`src/rtl/bitbang_link_ctrl.sv`:
```
// rtl/bitbang_link_ctrl.sv - bit-banged host link: work frame receiver and golden-nonce transmitter
//
// Purpose: receives 64-byte work frames over a strobed serial link, commits
// them as midstate/data on a frame strobe, and streams winning nonces back to
// the host through a small FIFO using a flag-then-8-bits protocol per byte.
//
// Ports:
//   clk, rst              system clock, async active-high reset
//   RxD, RxC              host serial data and its receive strobe (async)
//   RxTxR                 host frame strobe (async); rising edge ends a frame
//   TxC, TxD              host transmit strobe (async) and registered result data
//   golden_valid/_nonce   winning nonce report from the hasher
//   work_midstate/_data   committed work, work_load pulses on commit
//   nonce_count           golden-nonce FIFO occupancy
//   rx_overrun            sticky: a frame exceeded 64 bytes
//   nonce_dropped         sticky: a nonce was lost to a full FIFO
module bitbang_link_ctrl #(
  parameter int SYNC_STAGES = 2,
  parameter int FIFO_DEPTH  = 4
) (
  input  logic                          clk,
  input  logic                          rst,
  input  logic                          RxD,
  input  logic                          RxC,
  input  logic                          RxTxR,
  input  logic                          TxC,
  output logic                          TxD,
  input  logic                          golden_valid,
  input  logic [31:0]                   golden_nonce,
  output logic [255:0]                  work_midstate,
  output logic [255:0]                  work_data,
  output logic                          work_load,
  output logic [$clog2(FIFO_DEPTH):0]   nonce_count,
  output logic                          rx_overrun,
  output logic                          nonce_dropped
);

  localparam int AW = $clog2(FIFO_DEPTH);

  // ---------------------------------------------------------------- sync
  // All four host lines share one chain so RxD sees exactly the RxC delay.
  // Bit order: {RxD, RxTxR, TxC, RxC}.
  logic [3:0] sync_q [SYNC_STAGES];
  logic [2:0] prev_q;
  logic       rxc_evt, txc_evt, rxtxr_evt, rxd_s;

  always_ff @(posedge clk or posedge rst) begin
    if (rst) begin
      for (int i = 0; i < SYNC_STAGES; i++) sync_q[i] <= '0;
      prev_q <= '0;
    end else begin
      sync_q[0] <= {RxD, RxTxR, TxC, RxC};
      for (int i = 1; i < SYNC_STAGES; i++) sync_q[i] <= sync_q[i-1];
      prev_q <= sync_q[SYNC_STAGES-1][2:0];
    end
  end

  assign rxc_evt   = sync_q[SYNC_STAGES-1][0] & ~prev_q[0];
  assign txc_evt   = sync_q[SYNC_STAGES-1][1] & ~prev_q[1];
  assign rxtxr_evt = sync_q[SYNC_STAGES-1][2] & ~prev_q[2];
  assign rxd_s     = sync_q[SYNC_STAGES-1][3];

  // ------------------------------------------------------------- receive
  logic [7:0]   rx_byte_q, rx_byte_d;
  logic [2:0]   bit_cnt_q, bit_cnt_d;
  logic [6:0]   byte_cnt_q, byte_cnt_d;
  logic [511:0] frame_q, frame_d;
  logic         frame_ovr_q, frame_ovr_d;
  logic         rx_overrun_q, rx_overrun_d;
  logic [255:0] work_mid_q, work_mid_d, work_data_q, work_data_d;
  logic         work_load_q, work_load_d;

  always_comb begin
    rx_byte_d    = rx_byte_q;
    bit_cnt_d    = bit_cnt_q;
    byte_cnt_d   = byte_cnt_q;
    frame_d      = frame_q;
    frame_ovr_d  = frame_ovr_q;
    rx_overrun_d = rx_overrun_q;
    work_mid_d   = work_mid_q;
    work_data_d  = work_data_q;
    work_load_d  = 1'b0;
    // A frame strobe wins over a coincident data strobe; the bit is dropped.
    if (rxtxr_evt) begin
      if (byte_cnt_q == 7'd64 && bit_cnt_q == 3'd0 && !frame_ovr_q) begin
        work_mid_d  = frame_q[511:256];
        work_data_d = frame_q[255:0];
        work_load_d = 1'b1;
      end
      bit_cnt_d   = '0;
      byte_cnt_d  = '0;
      frame_ovr_d = 1'b0;
    end else if (rxc_evt) begin
      if (byte_cnt_q == 7'd64) begin
        frame_ovr_d  = 1'b1;
        rx_overrun_d = 1'b1;
      end else begin
        rx_byte_d = {rxd_s, rx_byte_q[7:1]};
        if (bit_cnt_q == 3'd7) begin
          frame_d    = {frame_q[503:0], rxd_s, rx_byte_q[7:1]};
          byte_cnt_d = byte_cnt_q + 7'd1;
        end
        bit_cnt_d = bit_cnt_q + 3'd1;  // wraps to 0 after the eighth bit
      end
    end
  end

  always_ff @(posedge clk or posedge rst) begin
    if (rst) begin
      rx_byte_q    <= '0;
      bit_cnt_q    <= '0;
      byte_cnt_q   <= '0;
      frame_q      <= '0;
      frame_ovr_q  <= 1'b0;
      rx_overrun_q <= 1'b0;
      work_mid_q   <= '0;
      work_data_q  <= '0;
      work_load_q  <= 1'b0;
    end else begin
      rx_byte_q    <= rx_byte_d;
      bit_cnt_q    <= bit_cnt_d;
      byte_cnt_q   <= byte_cnt_d;
      frame_q      <= frame_d;
      frame_ovr_q  <= frame_ovr_d;
      rx_overrun_q <= rx_overrun_d;
      work_mid_q   <= work_mid_d;
      work_data_q  <= work_data_d;
      work_load_q  <= work_load_d;
    end
  end

  // ---------------------------------------------------------------- fifo
  logic [31:0] fifo_mem [FIFO_DEPTH];
  logic [AW:0] wr_q, rd_q, fifo_cnt;
  logic        fifo_empty, fifo_full, push_ok, pop;
  logic        dropped_q;

  assign fifo_cnt   = wr_q - rd_q;
  assign fifo_empty = (fifo_cnt == '0);
  assign fifo_full  = (fifo_cnt == (AW+1)'(FIFO_DEPTH));
  // Full is fine when the head leaves in the same cycle.
  assign push_ok    = golden_valid & (~fifo_full | pop);

  always_ff @(posedge clk) begin
    if (push_ok) fifo_mem[wr_q[AW-1:0]] <= golden_nonce;
  end

  always_ff @(posedge clk or posedge rst) begin
    if (rst) begin
      wr_q      <= '0;
      rd_q      <= '0;
      dropped_q <= 1'b0;
    end else begin
      if (push_ok) wr_q <= wr_q + 1'b1;
      if (pop)     rd_q <= rd_q + 1'b1;
      if (golden_valid && !push_ok) dropped_q <= 1'b1;
    end
  end

  // ------------------------------------------------------------ transmit
  typedef enum logic {FLAG, BITS} tx_state_e;
  tx_state_e   state_q, state_d;
  logic        txd_q, txd_d;
  logic [7:0]  tx_byte_q, tx_byte_d;
  logic [2:0]  bit_idx_q, bit_idx_d;
  logic [1:0]  byte_idx_q, byte_idx_d;
  logic [31:0] tx_nonce_q, tx_nonce_d, tx_shift;
  logic        tx_pending;

  // The head stays in the FIFO until its last bit, so a nonzero byte index
  // marks a nonce in flight; later bytes come from the private copy.
  assign tx_pending = (byte_idx_q != 2'd0) | ~fifo_empty;
  assign tx_shift   = tx_nonce_q << {byte_idx_q, 3'b000};

  always_ff @(posedge clk or posedge rst) begin
    if (rst) state_q <= FLAG;
    else     state_q <= state_d;
  end

  always_comb begin
    state_d = state_q;
    if (txc_evt) begin
      case (state_q)
        FLAG:    if (tx_pending) state_d = BITS;
        BITS:    if (bit_idx_q == 3'd7) state_d = FLAG;
        default: state_d = FLAG;
      endcase
    end
  end

  always_comb begin
    txd_d      = txd_q;
    tx_byte_d  = tx_byte_q;
    bit_idx_d  = bit_idx_q;
    byte_idx_d = byte_idx_q;
    tx_nonce_d = tx_nonce_q;
    pop        = 1'b0;
    if (txc_evt) begin
      case (state_q)
        FLAG: begin
          if (tx_pending) begin
            txd_d     = 1'b1;
            bit_idx_d = '0;
            if (byte_idx_q == 2'd0) begin
              tx_nonce_d = fifo_mem[rd_q[AW-1:0]];
              tx_byte_d  = fifo_mem[rd_q[AW-1:0]][31:24];
            end else begin
              tx_byte_d = tx_shift[31:24];
            end
          end else begin
            txd_d = 1'b0;
          end
        end
        BITS: begin
          txd_d     = tx_byte_q[bit_idx_q];
          bit_idx_d = bit_idx_q + 3'd1;
          if (bit_idx_q == 3'd7) begin
            byte_idx_d = byte_idx_q + 2'd1;
            pop        = (byte_idx_q == 2'd3);
          end
        end
        default: ;
      endcase
    end
  end

  always_ff @(posedge clk or posedge rst) begin
    if (rst) begin
      txd_q      <= 1'b0;
      tx_byte_q  <= '0;
      bit_idx_q  <= '0;
      byte_idx_q <= '0;
      tx_nonce_q <= '0;
    end else begin
      txd_q      <= txd_d;
      tx_byte_q  <= tx_byte_d;
      bit_idx_q  <= bit_idx_d;
      byte_idx_q <= byte_idx_d;
      tx_nonce_q <= tx_nonce_d;
    end
  end

  // ------------------------------------------------------------- outputs
  assign TxD           = txd_q;
  assign work_midstate = work_mid_q;
  assign work_data     = work_data_q;
  assign work_load     = work_load_q;
  assign nonce_count   = fifo_cnt;
  assign rx_overrun    = rx_overrun_q;
  assign nonce_dropped = dropped_q;

endmodule

```
`config.mk`:
```
export PLATFORM = sky130hd
export DESIGN_NAME = bitbang_link_ctrl
export DESIGN_NICKNAME = d
export VERILOG_FILES = /design/src/rtl/bitbang_link_ctrl.sv
export SDC_FILE = /design/constraint.sdc
export NUM_CORES = 2
export LEC_CHECK = 0
export ABC_AREA = 0
export BUFFER_PORTS_ARGS = -buffer_cell sky130_fd_sc_hd__buf_2
export CAP_MARGIN = 20
export CORE_MARGIN = 2
export CORE_UTILIZATION = 53
export CTS_CLUSTER_SIZE = 25
export DETAILED_ROUTE_END_ITERATION = 10
export PLACE_DENSITY = 0.84
export SYNTH_ARGS = -nofsm -noshare
export SYNTH_HDL_FRONTEND = slang
export SYNTH_SLANG_ARGS = --single-unit
```
`constraint.sdc`:
```
create_clock -name clk -period 34.4 [get_ports clk]
set_input_delay 3.44 -clock clk [delete_from_list [all_inputs] [get_ports clk]]
set_output_delay 3.44 -clock clk [all_outputs]
set_load 0.05 [all_outputs]
```
==> results.yml <==
yosys:
  synth_seq_area_share_pct: 64.9
  synth_async_sr_flop_share_pct: 89.7
  ys_seq_elements: 1237
  yosysWarnings: 0
  syn_area_per_cell_um2: 18.5
  syn-instance-count: 2633
  synth-main-ff-cell: "dfrtp_1"
  ys_types: 47
  synth_enable_flop_cells: 128
  syn_nets: 2688
  synth_area_um2: 48700
setup_path:
  critPathMaxStageDelay_ns: 0.72
  start_kind: "primary input"
  crit_top_cell: "buf_4"
  critPathMaxFanout: 78
  path_buf_inv: 9
  startpoint: "rst"
  path_class: "primary input to async pin"
  worst_setup_path_end_kind: "async pin"
  required_ns: 35.14
  cpLargestDelayFamily: "buffers and inverters"
  reg2reg_from: "byte_cnt_q[0]"
  arrival_ns: 7.47
  worst_path_max_delay_cell: "buf_4"
  path_cells: "buf_2 -> clkinvlp_4 -> buf_4 -> buf_4 -> buf_16 -> buf_4 -> buf_4 -> buf_12 -> buf_4"
placed_design:
  dp.cells: 4276
  portBuffers: 557
  gp_congestion: 0.796
  dp.final_hpwl_um: 66400
clock_tree:
  cts_tree: "done"
  htree_levels: 3
  cts-root-buf: "clkbuf_16"
  cts_resized: 0
  clkTransAtPathRegs_ns: 0.06
  cts_max_path_buffers: 3
  cts_buffers: 118
  clock-sinks: 1237
  holdBufCountCts: 0
  post_cts_buffers: 0
  clock_latency_ns: 0.70
power:
  p_clk_share_pct: 43.0
  p_comb_share_pct: 5.4
  p_leak_nw: 28.6
  seqPwrFrac_pct: 51.6
  powerDensity_nw_per_um2: 54.6
  switchingPower_mw: 0.690
  vdd_drop_max_mv: 0.0471
  p_int_mw: 2.37
  total_power_mw: 3.06
  switching_share_pct: 22.6
route:
  via_count: 24600
  detail-route-antenna-nets: 0
  first_iter_violations: 1665
  route.final.wire_length_um: 103000
  drc_errors: 0
  dr.pass1.iters: 5
  drt-vias-per-instance: 5.45
  wire_per_inst_um: 22.9
floorplan:
  num_rows: 111
  fp.dieArea_um2: 94300
  core_area_um2: 91400
  fp.dieW_um: 307
  fp.dieH_um: 307
  start_util_pct: 53.3
  io_pins: 558
global_routing:
  grt_pass1_wl_um: 159000
  antenna_found_initial: 7
  grt_pass1_vias: 26000
  grt_util_all_layers_pct: 21.8
  grt_max_degree: 121
  gr-total-overflow: 0
sta:
  max_clock_freq_mhz: 149
  hold_violations: 0
  grt_setup_unrepaired: "false"
  layout_min_cycle_time_ns: 6.73
  tns_ns: 0
  fin_skew_ns: 0.0204
  hold_slack_ns: 0.347
  drv_slew: 0
  tightest_slew_ns: 1.13
  slew_headroom_pct: 24.8
  fin_crit_sh_pct: 19.6
  setup_viol: 0
run:
  cap_violations: 0
finish:
  stdcell_count: 4509
  n_fill_cell: 6274
  final_nets: 3270
  drive_gt1_share_pct: 57.3
  syn2layout_area_growth_pct: 14.9
outcome:
  outcome: "completed"
min_path:
  hp-start: "sync_q[5]"
  min_path_type: "flip-flop to flip-flop"
-- metal layers --
metal  part of all wire (%)  GRT usage (%)
met1                     41           28.2
met2                     50           35.7
met3                    6.2           5.55
met4                    3.3           8.25
met5                  0.013              0
-- cell type report --
cell class              instances  area, µm²  area share (%)
well taps                    1186       1480            2.65
clock buffers                 172       3460            6.18
diodes                          5       12.5          0.0223
inverters                      14       61.3           0.109
repair buffers                595       3160            5.64
multi-input cells            1249      15700            28.0
clock inverters                51        528           0.943
flip-flops and latches       1237      31600            56.4
-- final timing paths --
kind	cells after the start	slack, ns	to
worst max-delay path	9	27.67	frame_q[211]
worst min-delay path	0	0.35	sync_q[1]
worst max register to register	10	28.32	frame_q[484]
worst min register to register	0	0.35	sync_q[1]
max in group clk	6	28.03	nonce_count[2]
min in group asynchronous	2	2.69	frame_q[364]
-- cell usage after synthesis (all sizes together), types with 2 or more instances --
library cell | count | area [µm²]
edfxtp | 128 | 3840
o22ai | 9 | 56.3
nand4 | 2 | 12.5
ha | 15 | 188
mux2 | 1067 | 13800
mux4 | 34 | 766
a21o | 2 | 15.0
or3 | 2 | 12.5
o21ai | 4 | 20.0
a311oi | 3 | 32.5
a31o | 2 | 17.5
nor2 | 18 | 67.6
o2111ai | 2 | 17.5
nand2b | 3 | 18.8
nor2b | 4 | 25.0
or2 | 2 | 12.5
nand2 | 8 | 30.0
buf | 112 | 1300
a22o | 2 | 17.5
xor2 | 2 | 17.5
a21oi | 20 | 100
dfrtp | 1109 | 27800
nor3 | 2 | 10.0
and2 | 6 | 40.0
nand3 | 4 | 20.0
clkbuf | 21 | 78.8
mux2i | 18 | 180
inv | 14 | 52.6
xnor2 | 9 | 78.8
-- per-stage QoR --
| stage | worst slack [ns] | util (%) | instance area [µm²] |
|---|---|---|---|
| after global placement | 26.37 | 56.8 | 51900 |
| after global routing | 27.03 | 61.3 | 56000 |
| after detailed placement | 26.33 | 56.8 | 51900 |
| after CTS | 27.09 | 61.1 | 55900 |
| final | 27.67 | 61.3 | 56000 |
| after floorplan | 15.66 | - | 48700 |
-- cell usage in the layout (no fill, tap or decap), types with 3 or more instances in the layout --
cell type | Yosys | routed
a21oi_1 | 20 | 20
and2_2 | 0 | 4
buf_16 | 0 | 3
buf_2 | 47 | 557
buf_4 | 6 | 33
bufinv_16 | 0 | 9
clkbuf_1 | 21 | 26
clkbuf_16 | 0 | 120
clkbuf_8 | 0 | 26
clkinv_1 | 0 | 7
clkinv_2 | 0 | 24
clkinvlp_4 | 0 | 4
dfrtp_1 | 1109 | 1107
diode_2 | 0 | 5
edfxtp_1 | 128 | 128
ha_1 | 15 | 15
inv_1 | 13 | 12
inv_6 | 0 | 5
mux2_2 | 587 | 587
mux2_4 | 480 | 480
mux2i_1 | 18 | 18
mux4_2 | 34 | 34
nand2_1 | 8 | 8
nand2b_1 | 3 | 3
nand3_1 | 4 | 4
nor2_1 | 18 | 18
nor2b_1 | 4 | 4
o21ai_0 | 4 | 4
o22ai_1 | 9 | 9
xnor2_1 | 9 | 9
-- cells by family (layout without fill, tap and decap cells) --
kind of cell,count (synthesis),in the layout,share of synthesized area (%)
AOI/OAI and AO/OA,48,48,0.645
xor gates and xnor gates,12,12,0.244
adders and majority gates,16,16,0.426
buffers and inverters,147,832,2.95
DFF,1237,1237,64.9
muxes,1119,1119,30.3
other,0,5,0
and+or+nand+nor,54,54,0.568
-- flip-flops by register name, indices dropped and copies added, names as in the netlist, 2 cells and up --
name and cells:
byte_cnt_q 7, tx_nonce_q 32, sync_q 7, fifo_mem 128, byte_idx_q 2, frame_q 512
tx_byte_q 8, work_midstate 256, prev_q 3, bit_idx_q 3, work_data 256, wr_q 3
bit_cnt_q 3, rd_q 3, rx_byte_q 7
-- power by group through the flow --
stage | sequential, mW | clock, mW | combinational, mW
after global routing | 1.58 | 1.40 | 0.179
after global placement | 1.60 | 0 | 0.155
final | 1.58 | 1.32 | 0.164
after CTS | 1.58 | 1.34 | 0.165
after floorplan | 1.60 | 0 | 0.115
after detailed placement | 1.60 | 0 | 0.161
Note: power is estimated with default switching activity, not from simulation.
